--- src/rtl/fetch_pkg.sv ---
// Shared widths and the buffered fetch entry type for the instruction fetch slice.
package fetch_pkg;

  localparam int ADDR_W_DEF      = 8;
  localparam int INSTR_W_DEF     = 32;
  localparam int FETCH_DEPTH_DEF = 4;

  // One prefetched instruction together with the address it was fetched from.
  typedef struct packed {
    logic [ADDR_W_DEF-1:0]  pc;
    logic [INSTR_W_DEF-1:0] instr;
  } fetch_entry_t;

endpackage

--- src/rtl/fetch_fifo.sv ---
// Show-ahead FIFO of fetch entries with flush. The head is visible while the
// FIFO is non-empty; when empty the head output holds whatever it last showed.
module fetch_fifo
  import fetch_pkg::*;
#(
  parameter type entry_t = fetch_entry_t,
  parameter int  DEPTH   = FETCH_DEPTH_DEF,
  localparam int PTR_W   = $clog2(DEPTH),
  localparam int CNT_W   = PTR_W + 1
) (
  input  logic             clk,
  input  logic             reset,
  input  logic             push,
  input  entry_t           push_data,
  input  logic             pop,
  input  logic             flush,
  output entry_t           head,
  output logic [CNT_W-1:0] count
);

  entry_t             mem [DEPTH];
  entry_t             head_q;
  logic [PTR_W-1:0]   wr_ptr;
  logic [PTR_W-1:0]   rd_ptr;
  logic               do_push;
  logic               do_pop;

  // Flush wins over push; pop is ignored on an empty FIFO.
  always_comb begin
    do_push = push && !flush;
    do_pop  = pop && (count != '0);
    head    = (count != '0) ? mem[rd_ptr] : head_q;
  end

  // Storage array needs no reset: nothing is shown from it while count is 0.
  always_ff @(posedge clk) begin
    if (do_push) mem[wr_ptr] <= push_data;
  end

  // Remember the currently shown head so it can be held once the FIFO empties.
  always_ff @(posedge clk or posedge reset) begin
    if (reset) head_q <= '0;
    else       head_q <= head;
  end

  // Pointer and occupancy tracking; flush empties the FIFO in one cycle.
  always_ff @(posedge clk or posedge reset) begin
    if (reset) begin
      wr_ptr <= '0;
      rd_ptr <= '0;
      count  <= '0;
    end else if (flush) begin
      wr_ptr <= '0;
      rd_ptr <= '0;
      count  <= '0;
    end else begin
      if (do_push) wr_ptr <= wr_ptr + PTR_W'(1);
      if (do_pop)  rd_ptr <= rd_ptr + PTR_W'(1);
      case ({do_push, do_pop})
        2'b10:   count <= count + CNT_W'(1);
        2'b01:   count <= count - CNT_W'(1);
        default: count <= count;
      endcase
    end
  end

endmodule

--- src/rtl/instr_fetch_unit.sv ---
// Instruction fetch unit: walks the PC, reads a 1-cycle-latency imem, buffers
// returned words with their PC and hands them to decode.
//
// Handshake: decode takes the head word in any cycle where instr_valid and
// instr_ready are both 1. instr_valid never depends on instr_ready, and
// instr_data/instr_pc stay stable while instr_valid=1 and instr_ready=0.
module instr_fetch_unit
  import fetch_pkg::*;
#(
  parameter int ADDR_W  = ADDR_W_DEF,
  parameter int INSTR_W = INSTR_W_DEF,
  parameter int DEPTH   = FETCH_DEPTH_DEF
) (
  input  logic               clk,
  input  logic               reset,
  input  logic               halt,
  input  logic               jump_valid,
  input  logic [ADDR_W-1:0]  jump_addr,
  output logic               imem_en,
  output logic [ADDR_W-1:0]  imem_addr,
  input  logic [INSTR_W-1:0] imem_rdata,
  output logic               instr_valid,
  output logic [INSTR_W-1:0] instr_data,
  output logic [ADDR_W-1:0]  instr_pc,
  input  logic               instr_ready
);

  localparam int CNT_W = $clog2(DEPTH) + 1;

  typedef struct packed {
    logic [ADDR_W-1:0]  pc;
    logic [INSTR_W-1:0] instr;
  } entry_t;

  logic [ADDR_W-1:0] fetch_pc;
  logic [ADDR_W-1:0] rsp_pc;
  logic              rsp_pending;
  logic [CNT_W-1:0]  count;
  logic [CNT_W:0]    credit_used;
  logic              issue;
  logic              push;
  logic              pop;
  entry_t            rsp_entry;
  entry_t            head;

  // Credit rule: a slot is reserved for every buffered word and for the read
  // still in flight, so a response can never land in a full buffer.
  always_comb begin
    credit_used     = {1'b0, count} + (CNT_W+1)'(rsp_pending);
    issue           = !reset && !halt && !jump_valid &&
                      (credit_used < (CNT_W+1)'(DEPTH));
    imem_en         = issue;
    imem_addr       = fetch_pc;
    push            = rsp_pending && !jump_valid;
    pop             = instr_valid && instr_ready;
    rsp_entry.pc    = rsp_pc;
    rsp_entry.instr = imem_rdata;
    instr_valid     = (count != '0);
    instr_data      = head.instr;
    instr_pc        = head.pc;
  end

  // PC generation: a jump reloads the PC, otherwise it advances on each issue
  // and wraps naturally at the address width.
  always_ff @(posedge clk or posedge reset) begin
    if (reset) begin
      fetch_pc    <= '0;
      rsp_pc      <= '0;
      rsp_pending <= 1'b0;
    end else begin
      rsp_pending <= issue;
      if (issue) rsp_pc <= fetch_pc;
      if (jump_valid) fetch_pc <= jump_addr;
      else if (issue) fetch_pc <= fetch_pc + ADDR_W'(1);
    end
  end

  fetch_fifo #(
    .entry_t (entry_t),
    .DEPTH   (DEPTH)
  ) u_fifo (
    .clk       (clk),
    .reset     (reset),
    .push      (push),
    .push_data (rsp_entry),
    .pop       (pop),
    .flush     (jump_valid),
    .head      (head),
    .count     (count)
  );

endmodule

--- config.mk ---
export PLATFORM = sky130hd
export DESIGN_NAME = instr_fetch_unit
export DESIGN_NICKNAME = d
export VERILOG_FILES = /design/src/rtl/fetch_pkg.sv /design/src/rtl/fetch_fifo.sv /design/src/rtl/instr_fetch_unit.sv
export SDC_FILE = /design/constraint.sdc
export NUM_CORES = 1
export LEC_CHECK = 0
export ABC_AREA = 0
export CAP_MARGIN = 10
export CORE_ASPECT_RATIO = 1.4
export CORE_MARGIN = 5
export CORE_UTILIZATION = 60
export DETAILED_ROUTE_END_ITERATION = 16
export PLACE_DENSITY = 0.84
export SYNTH_ARGS = -nofsm -noshare
export SYNTH_HDL_FRONTEND = slang
export SYNTH_SLANG_ARGS = --single-unit
export TNS_END_PERCENT = 20
--- constraint.sdc ---
create_clock -name clk -period 4.35 [get_ports clk]
set_clock_uncertainty 0.15 [all_clocks]
set_input_delay 0.6525 -clock clk [delete_from_list [all_inputs] [get_ports clk]]
set_output_delay 0.6525 -clock clk [all_outputs]
set_load 0.01 [all_outputs]
==> results of run 1 <==
-- registers in the layout, indices dropped and copies added, names as in the netlist --
name / cells
u_fifo.count: 3
imem_addr: 8
u_fifo.rd_ptr: 2
u_fifo.mem: 160
u_fifo.head_q: 40
rsp_pending: 1
u_fifo.wr_ptr: 2
rsp_pc: 8
-- cell families (layout without fill, tap and decap cells) --
logic type      Yosys count  count (layout)  share of synthesized area
buf+inv                  26             145                     0.0235
flops                   224             224                      0.734
fa+ha+maj                 6               6                    0.00946
other cells               0               1                          0
mux                      84              84                      0.173
xor+xnor                  5               5                    0.00502
compound gates           22              22                     0.0204
simple gates             61              61                     0.0344
-- power by group through the flow --
| stage | clock network, mW | logic (mW) | registers, mW |
|---|---|---|---|
| floorplan | 0 | 1.45 | 2.74 |
| global placement | 0 | 2.25 | 2.83 |
| detailed placement | 0 | 2.30 | 2.85 |
| CTS | 1.82 | 2.33 | 2.82 |
| global route | 1.92 | 2.43 | 2.85 |
| finish | 1.79 | 2.29 | 2.82 |
-- synth_stat cells, drive strengths merged, types with 3 or more instances --
cell / count
a21oi: 4
a221o: 5
and2: 5
buf: 19
dfrtp: 64
edfxtp: 160
ha: 5
inv: 5
mux2: 41
mux2i: 3
mux4: 40
nand2: 28
nand3: 5
nor2: 10
nor3: 3
o21ai: 4
o21bai: 3
xnor2: 3
-- critical path, cell delays in order, from the launching register on --
cell             delay [ps]
dfrtp_1                 550
or3_2                   930
mux2_2                  460
clkdlybuf4s50_1         490
-- layout make-up --
class	count	share of cell area
diodes	1	0.000238
clock inverters	6	0.00750
inverters	5	0.00179
well taps	189	0.0225
flip-flops and latches	224	0.610
repair buffers	104	0.0979
multi-input cells	178	0.202
clock buffers	30	0.0580
-- worst max path at each step --
stage	depth (start not counted)	endpoint	slack, ps	from
after floorplan	3	u_fifo.mem[0][0]	1820	jump_valid
after global routing	3	instr_data[10]	480	u_fifo.count[2]
after CTS	3	instr_pc[1]	520	u_fifo.count[2]
after detailed placement	5	imem_en	960	jump_valid
final	3	instr_data[11]	570	u_fifo.count[2]
after global placement	5	imem_en	990	jump_valid
-- per-stage QoR --
stage	hold WS [ps]	power [mW]
6_report	348	6.90
5_1_grt	363	7.20
4_1_cts	354	6.98
3_5_place_dp	328	5.16
3_3_place_gp	329	5.08
2_1_floorplan	326	4.20
-- layer usage --
metal  up-vias  wire length [µm]  global-route usage
met5         -                 0                   0
met4         0               385              0.0561
met3        28               814              0.0314
met2       139              8910               0.348
met1      2196              6030               0.241
li1       1908                 -                   -
==> impl_metrics.toml, run 1 <==
[yosys]
synth_nets = 479
synthesis.area_mm2 = 0.00873
synth_ff_type = "edfxtp_1"
synth_edf_count = 160
synth_area_leader_cell = "edfxtp_1"
synth_seq_cells = 224
synth_top_area_share = 0.550
synth_area_leaders = "edfxtp_1 55%, dfrtp_1 18%, mux4_1 8.1%"
synth-warning-count = 0
yosysSeqAreaShare = 0.734
avgSynthCellArea_um2 = 20.4
ys_types = 41
syn_inst = 428
synth-async-reset-ratio = 0.286

[clock_network]
cts_tree = "built"
cts.path.max_buffers = 3
ctsHoldBuffers = 0
root_buffer = "clkbuf_16"
clkSinkCount = 224
clk_latency_ps = 480
h-tree-depth = 1
cts_made_buffers = 20
post_cts_buffers = 0
clk_pin_slew_ps = 60
ctsResizeCount = 0

[place]
place_congestion = 0.749
place_area_mm2 = 0.00982
dp_slack_ps = 957
dpl.hpwl_um = 9950
port-buffer-count = 94
post-place-cells = 700

[min_path]
holdCritPathClass = "reg2reg"
hold-path-cell-count = 1
whs_endpoint = "u_fifo.head_q[26]"
hold_path.startpoint = "u_fifo.head_q[26]"

[routing]
dr_total_vias = 4271
first_iter_violations = 163
drtPass1Iterations = 5
routed_wl_um = 16100
avgViaCountPerCell = 5.80
route.detailed.drc = 0
avgRoutedWirePerCell_um = 21.9
antenna_left = 0

[floorplanning]
start_util = 0.607
ioPinCount = 95
num_rows = 52
die_h_um = 153
die_width_um = 112
die_area_mm2 = 0.0171
core-area_mm2 = 0.0144

[global_route]
grt_max_degree = 44
grt_pass1_vias = 4638
track_usage = 0.193
antenna_found_initial = 1
grt_pass1_wl_um = 25800
grt-ovfl-total = 0

[cells_and_area]
fillers = 807
final_util = 0.731
fin_nets = 584
area_delta_synth_final_pct = 20.4
multi_input_area_mm2 = 0.00212
mostFrequentLayoutCell = "edfxtp_1"
design_area_mm2 = 0.0105
mostFrequentLayoutCells = "160 x edfxtp_1, 94 x clkdlybuf4s50_1, 62 x dfrtp_1"
seq_area_mm2 = 0.00641
stdcell_count = 737
drive_gt1_frac = 0.199

[sta]
final.setup.worst_slack_ps = 567
finalHoldViolCount = 0
setup_viol = 0
period_minus_slack_ps = 3780
finalSetupTns_ps = 0
max_freq_mhz = 264
rsz0062_at_grt = "false"
min_period_over_period = 0.870
final_max_slew_viol_count = 0
worst_pin_slew_ps = 1150
slew_headroom = 0.235

[power]
p_seq_frac = 0.409
power.switching_mw = 1.86
vdd_drop_max_uv = 356
p_int_mw = 5.04
power-per-cell-area_mw_per_mm2 = 656
swShare = 0.269
p_comb_frac = 0.332
leakage_nw = 3.74
pwr-share-clk = 0.260

[critical_path]
worstRegToRegCells = 3
r2r-start = "rsp_pending"
arrival_ps = 2980
worstPathMaxFanout = 42
regToRegSetupSlack_ps = 1950
required_ps = 3550
crit_path_end_kind = "primary output"
rr_endpoint = "u_fifo.mem[1][24]"
crit_type = "reg2out"
critPathLaunchType = "register"

[run]
max-cap-violations = 0

[status]
status = "finished clean"
Power figures use the tool's default switching activity.
==> run 2: changes to the inputs <==
--- a/config.mk
+++ b/config.mk
@@ -6,7 +6,7 @@
 export NUM_CORES = 1
 export LEC_CHECK = 0
 export ABC_AREA = 0
-export CAP_MARGIN = 10
+export CAP_MARGIN = 40
 export CORE_ASPECT_RATIO = 1.4
 export CORE_MARGIN = 5
 export CORE_UTILIZATION = 60
==> run 2 against run 1 <==
  * Worst hold slack worse by 27 ps
  * Sequential share of layout area about the same
  * Final area about the same
  * Maximum frequency up 2.3%
  * Sequential cell count unchanged
  * Final cell count up 0.54%
  * Worst setup slack better by 84 ps
  * Clock power down 6%
  * Via count up 0.61%
  * Clock-buffer cell count down 4
==> impl_metrics.toml, run 2 (synthesis gave the netlist of run 1 again) <==
[status]
status = "finished clean"

[critical_path]
crit_cells = 4
path_delay_family = "buffers and inverters"
max_stage_delay_ps = 800
crit_path_end_kind = "primary output"
cp.buffers_inverters = 2
worstPathMaxFanout = 24
critPathLaunchType = "register"
crit_type = "reg2out"
crit_chain = "or3_2 > buf_12 > mux2_2 > clkdlybuf4s50_1"
worstRegToRegCells = 3
required_ps = 3550
critPathSlowestCell = "or3_2"
arrival_ps = 2900

[clock_network]
ctsResizeCount = 0
clk_pin_slew_ps = 60
ctsHoldBuffers = 0
clkSinkCount = 224
cts.path.max_buffers = 3
clk_latency_ps = 490
cts_tree = "built"
cts_made_buffers = 21
h-tree-depth = 1
root_buffer = "clkbuf_16"
post_cts_buffers = 0

[sta]
period_minus_slack_ps = 3700
slew_headroom = 0.595
final_max_slew_viol_count = 0
worst_pin_slew_ps = 608
rsz0062_at_grt = "false"
finalSetupTns_ps = 0
min_period_over_period = 0.850
max_freq_mhz = 270
hold_ws_ps = 322
finalHoldViolCount = 0
setup_viol = 0

[floorplanning]
die_width_um = 112
ioPinCount = 95
core-area_mm2 = 0.0144
start_util = 0.607
die_area_mm2 = 0.0171
num_rows = 52
die_h_um = 153

[cells_and_area]
largestRegisters = "u_fifo.mem: 160 flops, u_fifo.head_q: 40 flops"
fin_nets = 588
area_delta_synth_final_pct = 20.4
mostFrequentLayoutCell = "edfxtp_1"
fillers = 823
seq_area_mm2 = 0.00641
largest_reg_flops = 160
multi_input_area_mm2 = 0.00212
mostFrequentLayoutCells = "160 x edfxtp_1, 94 x clkdlybuf4s50_1, 62 x dfrtp_1"
drive_gt1_frac = 0.198
regMostFlops = "u_fifo.mem"

[routing]
drtPass1Iterations = 4
avgViaCountPerCell = 5.80
routed_wl_um = 16700
antenna_left = 0
route.detailed.drc = 0
avgRoutedWirePerCell_um = 22.5
dr_total_vias = 4297
first_iter_violations = 268

[global_route]
grt_pass1_vias = 4732
antenna_found_initial = 1
grt_max_degree = 38
grt-ovfl-total = 0
grt_pass1_wl_um = 26500
track_usage = 0.202

[min_path]
holdCritPathClass = "in2async"

[power]
power-per-cell-area_mw_per_mm2 = 651
vdd_drop_max_uv = 410
leakage_nw = 3.73

[run]
max-cap-violations = 0

[place]
port-buffer-count = 94
dpl.hpwl_um = 10100
place_congestion = 0.749
-- run 2: cell types whose count changed in the layout (fill, tap and decap cells not counted), sizes merged --
cell / change
bufinv: -1
clkinvlp: +2
clkinv: +4
clkbuf: -4
buf: +3
-- run 2: layout make-up --
cell class              instances  share of cell area
diodes                          1            0.000238
clock inverters                11             0.00750
repair buffers                107               0.104
clock buffers                  26              0.0527
multi-input cells             178               0.202
inverters                       5             0.00179
flip-flops and latches        224               0.610
well taps                     189              0.0225
-- run 2: where the power goes --
part / internal [mW] / leakage [nW] / switching, mW
sequential: 2.61 / 2.22 / 0.191
clock: 0.962 / 0.305 / 0.731
combinational: 1.37 / 1.21 / 0.973
total: 4.95 / 3.73 / 1.89
-- run 2: worst paths after layout --
check	startpoint	end	slack, ps
setup reg to reg	rsp_pending	u_fifo.mem[1][29]	2000
setup / recovery	u_fifo.count[1]	instr_pc[1]	650
hold reg to reg	u_fifo.head_q[15]	u_fifo.head_q[15]	340
min in group clk	u_fifo.head_q[15]	u_fifo.head_q[15]	340
max in group asynchronous	reset	u_fifo.head_q[29]	2880
hold / removal	reset	imem_addr[1]	320
-- run 2: routing by layer --
layer,vias to the layer above,GRT usage,part of all wire
met4,0,0.0762,0.036
met5,-,0,0
met3,41,0.0377,0.050
met2,139,0.357,0.54
li1,1917,-,-
met1,2200,0.248,0.37
-- run 2: worst register-to-register path: cells and delay by family, from the launching register on --
| kind | cells | cell delay, ps |
|---|---|---|
| flops | 1 | 530 |
| buf+inv | 1 | 420 |
| simple gates | 2 | 910 |
-- run 2: stage by stage --
step	area [µm²]	util	instances	power (mW)	worst slack (ps)
3_3_place_gp	9820	0.683	700	5.08	986
6_report	10500	0.731	741	6.84	651
5_1_grt	10500	0.731	741	7.15	534
2_1_floorplan	8730	-	428	4.20	1820
4_1_cts	10500	0.731	740	6.91	608
3_5_place_dp	9880	0.687	703	5.20	962
==> run 3: changes to the inputs <==
--- a/config.mk
+++ b/config.mk
@@ -7,7 +7,6 @@
 export LEC_CHECK = 0
 export ABC_AREA = 0
 export CAP_MARGIN = 40
-export CORE_ASPECT_RATIO = 1.4
 export CORE_MARGIN = 5
 export CORE_UTILIZATION = 60
 export DETAILED_ROUTE_END_ITERATION = 16
==> run 3 against run 2 <==
  * Register-to-register slack is essentially flat
  * Sequential share of layout area shrank 0.35 points
  * Worst setup slack gained 39 ps
  * Combinational power fell by 2%
  * Die area is 0.20% lower
  * Via count rose by 0.58%
  * Power up 1.2%
  * First-iteration DRC count grew 7.8%
==> impl_metrics.toml, run 3 (synthesis gave the netlist of run 1 again) <==
[cells_and_area]
largest_reg_flops = 160
largestRegisters = "u_fifo.mem: 160 flops, u_fifo.head_q: 40 flops"
area_delta_synth_final_pct = 21.1
mostFrequentLayoutCells = "160 x edfxtp_1, 94 x clkdlybuf4s50_1, 62 x dfrtp_1"
final_util = 0.733
regMostFlops = "u_fifo.mem"
drive_gt1_frac = 0.202
n_antenna_cell = 0
mostFrequentLayoutCell = "edfxtp_1"
fin_nets = 589
fillers = 830

[routing]
routed_wl_um = 16100
avgViaCountPerCell = 5.86
avgRoutedWirePerCell_um = 21.8
antenna_left = 0
dr_total_vias = 4322
drtPass1Iterations = 4
route.detailed.drc = 0
first_iter_violations = 289

[global_route]
antenna_found_initial = 0
grt-ovfl-total = 0
grt_max_degree = 30
grt_pass1_wl_um = 25300
grt_pass1_vias = 4592
track_usage = 0.195

[sta]
setup_viol = 0
finalHoldViolCount = 0
period_minus_slack_ps = 3660
worst_pin_slew_ps = 617
final_max_slew_viol_count = 0
max_freq_mhz = 273
rsz0062_at_grt = "false"
finalSetupTns_ps = 0
slew_headroom = 0.589
min_period_over_period = 0.841

[power]
power-per-cell-area_mw_per_mm2 = 655
vdd_drop_max_uv = 392
pwr-share-clk = 0.262
p_int_mw = 5.07
p_total_mw = 6.93
p_seq_frac = 0.404
power.switching_mw = 1.86
p_comb_frac = 0.334
swShare = 0.268
leakage_nw = 3.77

[place]
port-buffer-count = 94
dpl.hpwl_um = 10100
place_congestion = 0.801

[critical_path]
critPathLaunchType = "register"
max_stage_delay_ps = 640
crit_chain = "buf_12 > mux4_1 > mux2_2 > clkdlybuf4s50_1"
crit_path_end_kind = "primary output"
arrival_ps = 2860
worstPathMaxFanout = 29
crit_type = "reg2out"
required_ps = 3550
critPathSlowestCell = "dfrtp_2"

[clock_network]
h-tree-depth = 1
cts_tree = "built"
root_buffer = "clkbuf_16"
cts.path.max_buffers = 3
clk_pin_slew_ps = 60
post_cts_buffers = 0
ctsHoldBuffers = 0
clk_latency_ps = 490
cts_made_buffers = 22
ctsResizeCount = 0
clkSinkCount = 224

[floorplanning]
ioPinCount = 95
die_width_um = 131
core-area_mm2 = 0.0144
start_util = 0.605
num_rows = 44
die_h_um = 131
die_area_mm2 = 0.0171

[min_path]
holdCritPathClass = "reg2reg"

[run]
max-cap-violations = 0

[status]
status = "finished clean"
-- run 3: cell types whose count changed in the layout (fill, tap and decap cells not counted) --
cell / before / now
clkinvlp_4: 2 / 1
clkinv_1: 5 / 0
diode_2: 1 / 0
clkbuf_16: 21 / 23
clkbuf_8: 1 / 3
clkbuf_1: 4 / 9
-- run 3: cell type report --
| cell class | instances | area [µm²] | share of cell area |
|---|---|---|---|
| multi-input combinational | 178 | 2120 | 0.201 |
| clock buffer | 35 | 651 | 0.0615 |
| clock inverter | 5 | 52.6 | 0.00497 |
| sequential | 224 | 6410 | 0.606 |
| inverter | 5 | 18.8 | 0.00178 |
| timing repair buffer | 107 | 1090 | 0.103 |
| tap | 184 | 230 | 0.0218 |
-- run 3: path summary, 6_finish.rpt --
check / depth (start not counted) / endpoint / startpoint / slack, ps
min in group asynchronous: 2 / imem_addr[3] / reset / 490
hold reg to reg: 1 / u_fifo.head_q[28] / u_fifo.head_q[28] / 350
setup reg to reg: 3 / u_fifo.mem[2][9] / rsp_pending / 1990
max in group asynchronous: 4 / u_fifo.head_q[15] / reset / 2710
hold / removal: 1 / u_fifo.head_q[28] / u_fifo.head_q[28] / 350
setup / recovery: 4 / instr_data[27] / u_fifo.rd_ptr[0] / 690
-- run 3: routing by layer --
layer	up-vias	wire (µm)	global-route usage
li1	1918	-	-
met1	2255	6420	0.266
met2	129	8570	0.337
met3	20	835	0.0309
met4	0	235	0.0460
met5	-	0	0
-- run 3: power groups by stage --
stage / clock (mW) / combinational, mW / sequential [mW]
after floorplan: 0 / 1.45 / 2.74
after global placement: 0 / 2.23 / 2.83
after detailed placement: 0 / 2.34 / 2.84
after CTS: 1.86 / 2.36 / 2.80
after global routing: 1.95 / 2.47 / 2.83
final: 1.81 / 2.31 / 2.80
-- run 3: worst max-delay path: cells and delay by family (launching register included) --
family / cells / cell delay (ps)
multiplexers: 2 / 940
buffers and inverters: 2 / 780
flip-flops: 1 / 640
-- run 3: through the flow --
| step | cell area [µm²] | setup WS, ps | hold WS [ps] | instances |
|---|---|---|---|---|
| 2_1_floorplan | 8730 | 1820 | 326 | 428 |
| 3_5_place_dp | 9870 | 944 | 328 | 698 |
| 4_1_cts | 10600 | 653 | 350 | 738 |
| 3_3_place_gp | 9810 | 984 | 330 | 695 |
| 5_1_grt | 10600 | 547 | 352 | 738 |
| 6_report | 10600 | 691 | 345 | 738 |
